### config.mk
export PLATFORM = sky130hd
export DESIGN_NAME = rv32i_writeback
export DESIGN_NICKNAME = d
export VERILOG_FILES = /design/src/rtl/rv32i_writeback_pkg.sv /design/src/rtl/rv32i_load_align.sv /design/src/rtl/rv32i_writeback.sv
export SDC_FILE = /design/constraint.sdc
export NUM_CORES = 1
export LEC_CHECK = 0
export ABC_AREA = 0
export CAP_MARGIN = 10
export CORE_AREA = 2 2 131 133
export DETAILED_ROUTE_END_ITERATION = 8
export DIE_AREA = 0 0 133 135
export GPL_TIMING_DRIVEN = 0
export PLACE_DENSITY = 0.67
export RECOVER_POWER = 25
export SYNTH_ARGS = -nofsm -noshare
export SYNTH_HDL_FRONTEND = slang
export SYNTH_SLANG_ARGS = --single-unit
### constraint.sdc
create_clock -name clk -period 5.3 [get_ports clk]
set_input_delay 1.06 -clock clk [delete_from_list [all_inputs] [get_ports clk]]
set_output_delay 1.06 -clock clk [all_outputs]
set_load 0.02 [all_outputs]
### src/rtl/rv32i_writeback_pkg.sv
// Shared encodings for the RV32I writeback stage: result select, load funct3 codes, FSM states.
package rv32i_writeback_pkg;

    localparam logic [1:0] RES_ALU = 2'b00;
    localparam logic [1:0] RES_MEM = 2'b01;
    localparam logic [1:0] RES_PC4 = 2'b10;
    localparam logic [1:0] RES_IMM = 2'b11;

    localparam logic [2:0] LS_LB  = 3'b000;
    localparam logic [2:0] LS_LH  = 3'b001;
    localparam logic [2:0] LS_LW  = 3'b010;
    localparam logic [2:0] LS_LBU = 3'b100;
    localparam logic [2:0] LS_LHU = 3'b101;

    typedef enum logic {
        WB_IDLE = 1'b0,
        WB_WAIT = 1'b1
    } wbState_t;

    typedef struct packed {
        logic        regWrite;
        logic [1:0]  resultSrc;
        logic [2:0]  loadSize;
        logic [31:0] aluResult;
        logic [31:0] pcPlus4;
        logic [31:0] immExt;
        logic [4:0]  rd;
    } memWb_t;

endpackage

### src/rtl/rv32i_load_align.sv
// Load extraction: picks byte/half/word by offset and sign/zero-extends; combinational, 0 cycles.
// No backpressure: pure function of its inputs.
module rv32i_load_align
    import rv32i_writeback_pkg::*;
(
    input  logic [31:0] word,
    input  logic [1:0]  offset,
    input  logic [2:0]  loadSize,
    output logic [31:0] value
);

    logic [7:0]  byteSel;
    logic [15:0] halfSel;

    always_comb begin
        byteSel = word[7:0];
        case (offset)
            2'd0:    byteSel = word[7:0];
            2'd1:    byteSel = word[15:8];
            2'd2:    byteSel = word[23:16];
            default: byteSel = word[31:24];
        endcase
        // Halfword accesses ignore offset[0]; misaligned halves are not trapped here.
        halfSel = offset[1] ? word[31:16] : word[15:0];

        value = word;
        case (loadSize)
            LS_LB:   value = {{24{byteSel[7]}}, byteSel};
            LS_LH:   value = {{16{halfSel[15]}}, halfSel};
            LS_LBU:  value = {24'h0, byteSel};
            LS_LHU:  value = {16'h0, halfSel};
            default: value = word;
        endcase
    end

endmodule

### src/rtl/rv32i_writeback.sv
// RV32I writeback: MEM/WB register, load wait FSM, result mux; non-loads write 1 cycle after *M.
// Backpressure: StallW holds MEM/WB and upstream while a load waits for ReadValid (bounded by MAX_WAIT).
module rv32i_writeback
    import rv32i_writeback_pkg::*;
#(
    parameter int WAIT_W   = 8,
    parameter int MAX_WAIT = 255
) (
    input  logic        clk,
    input  logic        rst,
    input  logic        RegWriteM,
    input  logic [1:0]  ResultSrcM,
    input  logic [2:0]  LoadSizeM,
    input  logic [31:0] ALUResultM,
    input  logic [31:0] PCPlus4M,
    input  logic [31:0] ImmExtM,
    input  logic [4:0]  RdM,
    input  logic        ReadValid,
    input  logic [31:0] ReadData,
    output logic        RegWriteW,
    output logic [4:0]  RdW,
    output logic [31:0] ResultW,
    output logic        StallW,
    output logic        LoadTimeoutW
);

    localparam logic [WAIT_W-1:0] MAX_CNT = WAIT_W'(MAX_WAIT);

    memWb_t            memWbD;
    memWb_t            memWbQ;
    wbState_t          state;
    wbState_t          stateNext;
    logic [WAIT_W-1:0] waitCnt;
    logic [WAIT_W-1:0] waitCntNext;
    logic              pending;
    logic              atLimit;
    logic [31:0]       loadValue;

    assign memWbD = '{
        regWrite:  RegWriteM,
        resultSrc: ResultSrcM,
        loadSize:  LoadSizeM,
        aluResult: ALUResultM,
        pcPlus4:   PCPlus4M,
        immExt:    ImmExtM,
        rd:        RdM
    };

    always_ff @(posedge clk or negedge rst) begin
        if (!rst) begin
            memWbQ <= '0;
        end else if (!StallW) begin
            memWbQ <= memWbD;
        end
    end

    assign pending = memWbQ.regWrite && (memWbQ.resultSrc == RES_MEM);
    assign atLimit = (state == WB_WAIT) && (waitCnt == MAX_CNT);

    // A late ReadValid on the limit cycle still completes the load normally.
    assign StallW       = pending && !ReadValid && !atLimit;
    assign LoadTimeoutW = pending && !ReadValid && atLimit;

    always_ff @(posedge clk or negedge rst) begin
        if (!rst) begin
            state   <= WB_IDLE;
            waitCnt <= '0;
        end else begin
            state   <= stateNext;
            waitCnt <= waitCntNext;
        end
    end

    always_comb begin
        stateNext   = state;
        waitCntNext = waitCnt;
        case (state)
            WB_IDLE: begin
                if (pending && !ReadValid) begin
                    stateNext   = WB_WAIT;
                    waitCntNext = WAIT_W'(1);
                end
            end
            WB_WAIT: begin
                if (!pending || ReadValid || atLimit) begin
                    stateNext   = WB_IDLE;
                    waitCntNext = '0;
                end else begin
                    waitCntNext = waitCnt + WAIT_W'(1);
                end
            end
            default: begin
                stateNext   = WB_IDLE;
                waitCntNext = '0;
            end
        endcase
    end

    rv32i_load_align uAlign (
        .word     (ReadData),
        .offset   (memWbQ.aluResult[1:0]),
        .loadSize (memWbQ.loadSize),
        .value    (loadValue)
    );

    always_comb begin
        ResultW = memWbQ.aluResult;
        case (memWbQ.resultSrc)
            RES_ALU: ResultW = memWbQ.aluResult;
            RES_MEM: ResultW = loadValue;
            RES_PC4: ResultW = memWbQ.pcPlus4;
            default: ResultW = memWbQ.immExt;
        endcase
    end

    assign RdW       = memWbQ.rd;
    assign RegWriteW = memWbQ.regWrite && (memWbQ.rd != 5'd0) && !StallW && !LoadTimeoutW;

endmodule

==> results of run 1 <==
placed cells by master (no fill, tap or decap), types with 5 or more instances in the layout:
| master | count |
|---|---|
| inv_1 | 5 |
| nand2_1 | 35 |
| a22o_1 | 22 |
| clkbuf_8 | 5 |
| a21oi_1 | 28 |
| mux2i_1 | 30 |
| mux2_2 | 22 |
| clkbuf_16 | 17 |
| buf_2 | 9 |
| buf_12 | 10 |
| a221oi_1 | 8 |
| clkbuf_1 | 19 |
| o21ai_0 | 17 |
| o22ai_1 | 8 |
| nand3_1 | 5 |
| nor2_1 | 26 |
| mux2_4 | 94 |
| buf_4 | 6 |
| dfrtp_1 | 116 |
| clkdlybuf4s50_1 | 180 |
routing by layer:
layer,GRT usage [%],share of wire [%],vias up
met3,4.73,5.2,33
met2,36.4,47,181
met5,0,0,-
met4,8.60,2.8,0
li1,-,-,2273
met1,30.7,45,2440
sequential cells by signal, summed over array words and instances, names as in the netlist:
register and flops:
waitCnt 8, state 1, RdW 5, memWbQ 102
stage by stage:
stage,area [sq um],setup slack (ps)
2_1_floorplan,6520,1920
3_3_place_gp,8600,-1310
3_5_place_dp,8630,494
4_1_cts,9210,464
5_1_grt,9180,210
6_report,9180,420
cell type report:
| class | instances | share of cell area (%) |
|---|---|---|
| clock inverters | 4 | 0.763 |
| plain buffers | 41 | 3.91 |
| clock buffers | 26 | 5.55 |
| well taps | 220 | 3.00 |
| flip-flops and latches | 116 | 31.6 |
| multi-input cells | 348 | 35.2 |
| inverters | 7 | 0.286 |
| repair buffers | 182 | 19.7 |
logic make-up (layout without fill, tap and decap cells):
group	Yosys count	in the layout	synth area share [%]
simple gates	96	96	7.29
flops	116	116	44.5
mux	150	150	31.4
fa+ha+maj	1	1	0.192
buf+inv	48	260	5.91
compound gates	101	101	10.6
worst max-delay path by stage:
stage	from	to	slack, ps	cells after the start
final	ReadData[31]	ResultW[26]	420	7
after global routing	rst	memWbQ[47]	210	2
after CTS	ReadData[31]	ResultW[26]	460	7
after detailed placement	ReadData[31]	ResultW[26]	490	7
after global placement	rst	RdW[0]	-1310	1
after floorplan	ReadData[31]	ResultW[16]	1920	5
power groups by stage:
stage               Combinational, W  Clock [W]  Sequential, W
floorplan                   0.000309          0       0.000986
global placement            0.000577          0       0.000996
CTS                         0.000587    0.00114       0.000985
global route                0.000616    0.00120       0.000992
finish                      0.000581    0.00113       0.000985
detailed placement          0.000583          0       0.000998
==> flow_summary.toml, run 1 <==
[critical_path]
cpPeakStageDelay_ps = 640
regToRegSetupSlack_ps = 3270
worstPathRequired_ps = 4240
r2r-end = "memWbQ[31]"
path_common_cell = "clkdlybuf4s50_1"
path_cells = "clkdlybuf4s50_1 > mux2i_1 > a2111oi_1 > o211ai_1 > buf_2 > a21oi_1 > clkdlybuf4s50_1"
arrival_ps = 3820
crit_path_max_fanout = 10
start_kind = "primary input"
r2r-start = "waitCnt[0]"
cp-end-kind = "output pin"
path_class = "primary input to output pin"
path_delay_family = "buffers and inverters"
slowest_stage = "clkdlybuf4s50_1"
crit_buf_inv = 3
worst-r2r-cell-count = 7

[routing]
num_vias = 4927
dr.pass1.iters = 6
wire_per_inst_microns = 21.1
drt-initial-drc-count = 212
ant_nets = 0
routed_wl_mm = 19.9
avgViaCountPerCell = 5.22
drc = 0

[timing]
period_share_pct = 92.1
hold_violations = 0
fin_setup_tns_ps = 0
slew_headroom_pct = -83.8
fmax_mhz = 205
skew_ps = 10.5
tightest_slew_ps = 2760
min_period_ps = 4880
finalMaxSlewViolations = 119
rsz0062_at_grt = "false"
whs_ps = 506
setup_viol = 0

[synth]
syn_avg_cell_area_sq_um = 12.7
synth_seq_cells = 116
synthArstFlopShare_pct = 100
yosysWarnings = 0
ys.flop_type = "dfrtp_1"
synthesis.area_sq_um = 6520
postSynthNetCount = 655
yosysMostFrequentCell = "dfrtp_1"
synthTopCellsByCount = "dfrtp_1 (116), mux2_4 (94), nand2_1 (35)"
yosysSeqAreaShare_pct = 44.5
synthCells = 512
ys_top_cells_by_area = "dfrtp_1 (45%), mux2_4 (22%), mux2i_1 (4.6%)"
yosys.area.top_type = "dfrtp_1"
synth-edff-count = 0
ys_types = 48
synth_top_area_share_pct = 44.5

[power]
leakage_nw = 3.91
combinationalPowerShare_pct = 21.5
power_density_nw_per_um2 = 294
ir_worst_vdd_mv = 0.230
power_frac_seq_pct = 36.5
power_w = 0.00270
switchingPower_w = 0.000677
p_int_w = 0.00202
swShare_pct = 25.1
p_clk_share_pct = 42.0

[hold_path]
hp-start = "memWbQ[7]"
holdPathEnd = "memWbQ[7]"
whs_path_depth = 1
min_path_type = "register to register"

[grt]
antenna_found_initial = 0
grt_pass1_wl_mm = 30.8
overflow = 0
grt_use_total_pct = 22.8
grt_max_degree = 69
grt_pass1_vias = 5331

[status]
violations = "max-capacitance violations, max-slew violations"
status = "finished, violations left"

[placement]
dp_hpwl_mm = 14.7
dp.cells = 914
gp_congestion = 0.867
portBuffers = 181

[layout]
regArea_sq_um = 2900
nFillCells = 1320
antenna_cells = 0
nNetsFinal = 856
drive_above_1_share_pct = 25.0
finalNonFillerCells = 944
fin_util_pct = 56.0
multiInputGateArea_sq_um = 3230
area.growth.synth_to_final_pct = 40.9

[cts]
cts_max_level = 4
post_cts_buffers = 0
cts_buffers = 17
root_buffer = "clkbuf_16"
cts_tree = "built"
ctsResizeCount = 0
clk_pin_slew_ps = 50
cts_sinks = 116
clk_latency_ps = 410
hold_buffers = 0
clk_path_buf_depth = 2

[floorplan]
core_area_sq_um = 16400
initial_core_util_pct = 39.7
die_w_microns = 133
rows = 47
die_area_sq_um = 18000
io_pins = 182
die_h_microns = 135

[job]
maxCapViolations = 2
Power figures use the tool's default switching activity.
==> run 2: changes to the inputs <==
Settings changed: CTS_BUF_LIST from default to sky130_fd_sc_hd__clkbuf_2 sky130_fd_sc_hd__clkbuf_4 sky130_fd_sc_hd__clkbuf_8.
==> flow_summary.toml, run 2 (synthesis gave the netlist of run 1 again) <==
[layout]
max_flop_register = "memWbQ"
layout_common_cells = "clkdlybuf4s50_1 (180), dfrtp_1 (116), mux2_4 (94)"
nNetsFinal = 856
final_common_cell = "clkdlybuf4s50_1"
drive_above_1_share_pct = 25.6
fin_area_sq_um = 9010
finalNonFillerCells = 944
nFillCells = 1337
fin_util_pct = 54.9
largest_register_ffs = 102
area.growth.synth_to_final_pct = 38.2
antenna_cells = 0

[placement]
dp_hpwl_mm = 14.7
placed_area_sq_um = 8630
dp.cells = 914
portBuffers = 181
gp_congestion = 0.867

[cts]
clk_pin_slew_ps = 60
root_buffer = "clkbuf_8"
hold_buffers = 0
post_cts_buffers = 0
cts_tree = "built"
clk_latency_ps = 440
cts_max_level = 4
ctsResizeCount = 0
clk_path_buf_depth = 2
cts_sinks = 116
cts_buffers = 17

[timing]
period_share_pct = 91.7
min_period_ps = 4860
skew_ps = 17.1
fmax_mhz = 206
tightest_slew_ps = 2700
slew_headroom_pct = -79.9
finalMaxSlewViolations = 119
fin_setup_tns_ps = 0
rsz0062_at_grt = "false"
hold_violations = 0
setup_viol = 0

[routing]
drt-initial-drc-count = 191
avgViaCountPerCell = 5.26
dr.pass1.iters = 4
ant_nets = 0
routed_wl_mm = 19.8
drc = 0
num_vias = 4967
wire_per_inst_microns = 21.0

[status]
status = "finished, violations left"
violations = "max-capacitance violations, max-slew violations"

[power]
power_density_nw_per_um2 = 267
ir_worst_vdd_mv = 0.155
leakage_nw = 3.84

[floorplan]
die_w_microns = 133
die_h_microns = 135
core_area_sq_um = 16400
io_pins = 182
rows = 47
die_area_sq_um = 18000
initial_core_util_pct = 39.7

[critical_path]
path_cells = "clkdlybuf4s50_1 > mux2i_1 > a2111oi_1 > o211ai_1 > buf_2 > a21oi_1 > clkdlybuf4s50_1"
start_kind = "primary input"
cp-end-kind = "output pin"
path_delay_family = "buffers and inverters"
path_class = "primary input to output pin"
worst-r2r-cell-count = 7
path_common_cell = "clkdlybuf4s50_1"
crit_path_max_fanout = 10
r2r-start = "waitCnt[0]"
crit_buf_inv = 3
worstPathRequired_ps = 4240
r2r-end = "memWbQ[31]"
regToRegSetupSlack_ps = 3260
slowest_stage = "clkdlybuf4s50_1"
arrival_ps = 3800
cpPeakStageDelay_ps = 640

[grt]
grt_max_degree = 69
antenna_found_initial = 0
grt_pass1_wl_mm = 30.5
grt_pass1_vias = 5311
grt_use_total_pct = 22.7
overflow = 0

[hold_path]
whs_path_depth = 1
min_path_type = "register to register"
holdPathEnd = "memWbQ[47]"
hp-start = "memWbQ[47]"

[job]
maxCapViolations = 2
## run 2: cell counts in the layout (fill, tap and decap cells not counted)
Identical to the previous run, type by type.
## run 2: how the worst max path moves through the flow
| stage | startpoint | cells past startpoint | slack, ps | end |
|---|---|---|---|---|
| final | ReadData[31] | 7 | 440 | ResultW[26] |
| after global routing | rst | 2 | 260 | memWbQ[47] |
| after CTS | ReadData[31] | 7 | 470 | ResultW[26] |
| after global placement | rst | 1 | -1310 | RdW[0] |
| after floorplan | ReadData[31] | 5 | 1920 | ResultW[16] |
| after detailed placement | ReadData[31] | 7 | 490 | ResultW[26] |
## run 2: power breakdown
group          internal [W]  switching [W]
registers          0.000945      0.0000385
logic              0.000327       0.000253
clock network      0.000495       0.000342
total               0.00177       0.000634
## run 2: per-layer routing
metal	vias up	share of wire [%]	track usage, %	wire length, microns
met1	2468	44	30.4	8750
met4	0	2.5	8.24	497
met5	-	0	0	0
met2	191	48	35.8	9430
met3	31	5.6	5.59	1110
li1	2277	-	-	-
## run 2: area by class of cell
class	instances	area [sq um]	area share [%]
multi-input cells	348	3230	35.9
flip-flops and latches	116	2900	32.2
repair buffers	182	1810	20.1
plain buffers	41	359	3.99
clock buffers	26	333	3.70
well taps	220	275	3.06
clock inverters	4	70.1	0.778
inverters	7	26.3	0.292
## run 2: stage by stage
step	setup slack [ps]	total power, W	hold WS, ps
after floorplan	1920	0.00129	476
after global placement	-1310	0.00157	490
after detailed placement	494	0.00158	493
after CTS	474	0.00243	511
after global routing	257	0.00251	520
final	439	0.00240	510
## run 2: worst register-to-register path, cell delays in order (launching register included)
cell,delay (ps)
dfrtp_1,400
ha_1,240
and3_4,240
nand4_4,160
o21a_4,250
buf_12,160
buf_12,170
mux2_4,310
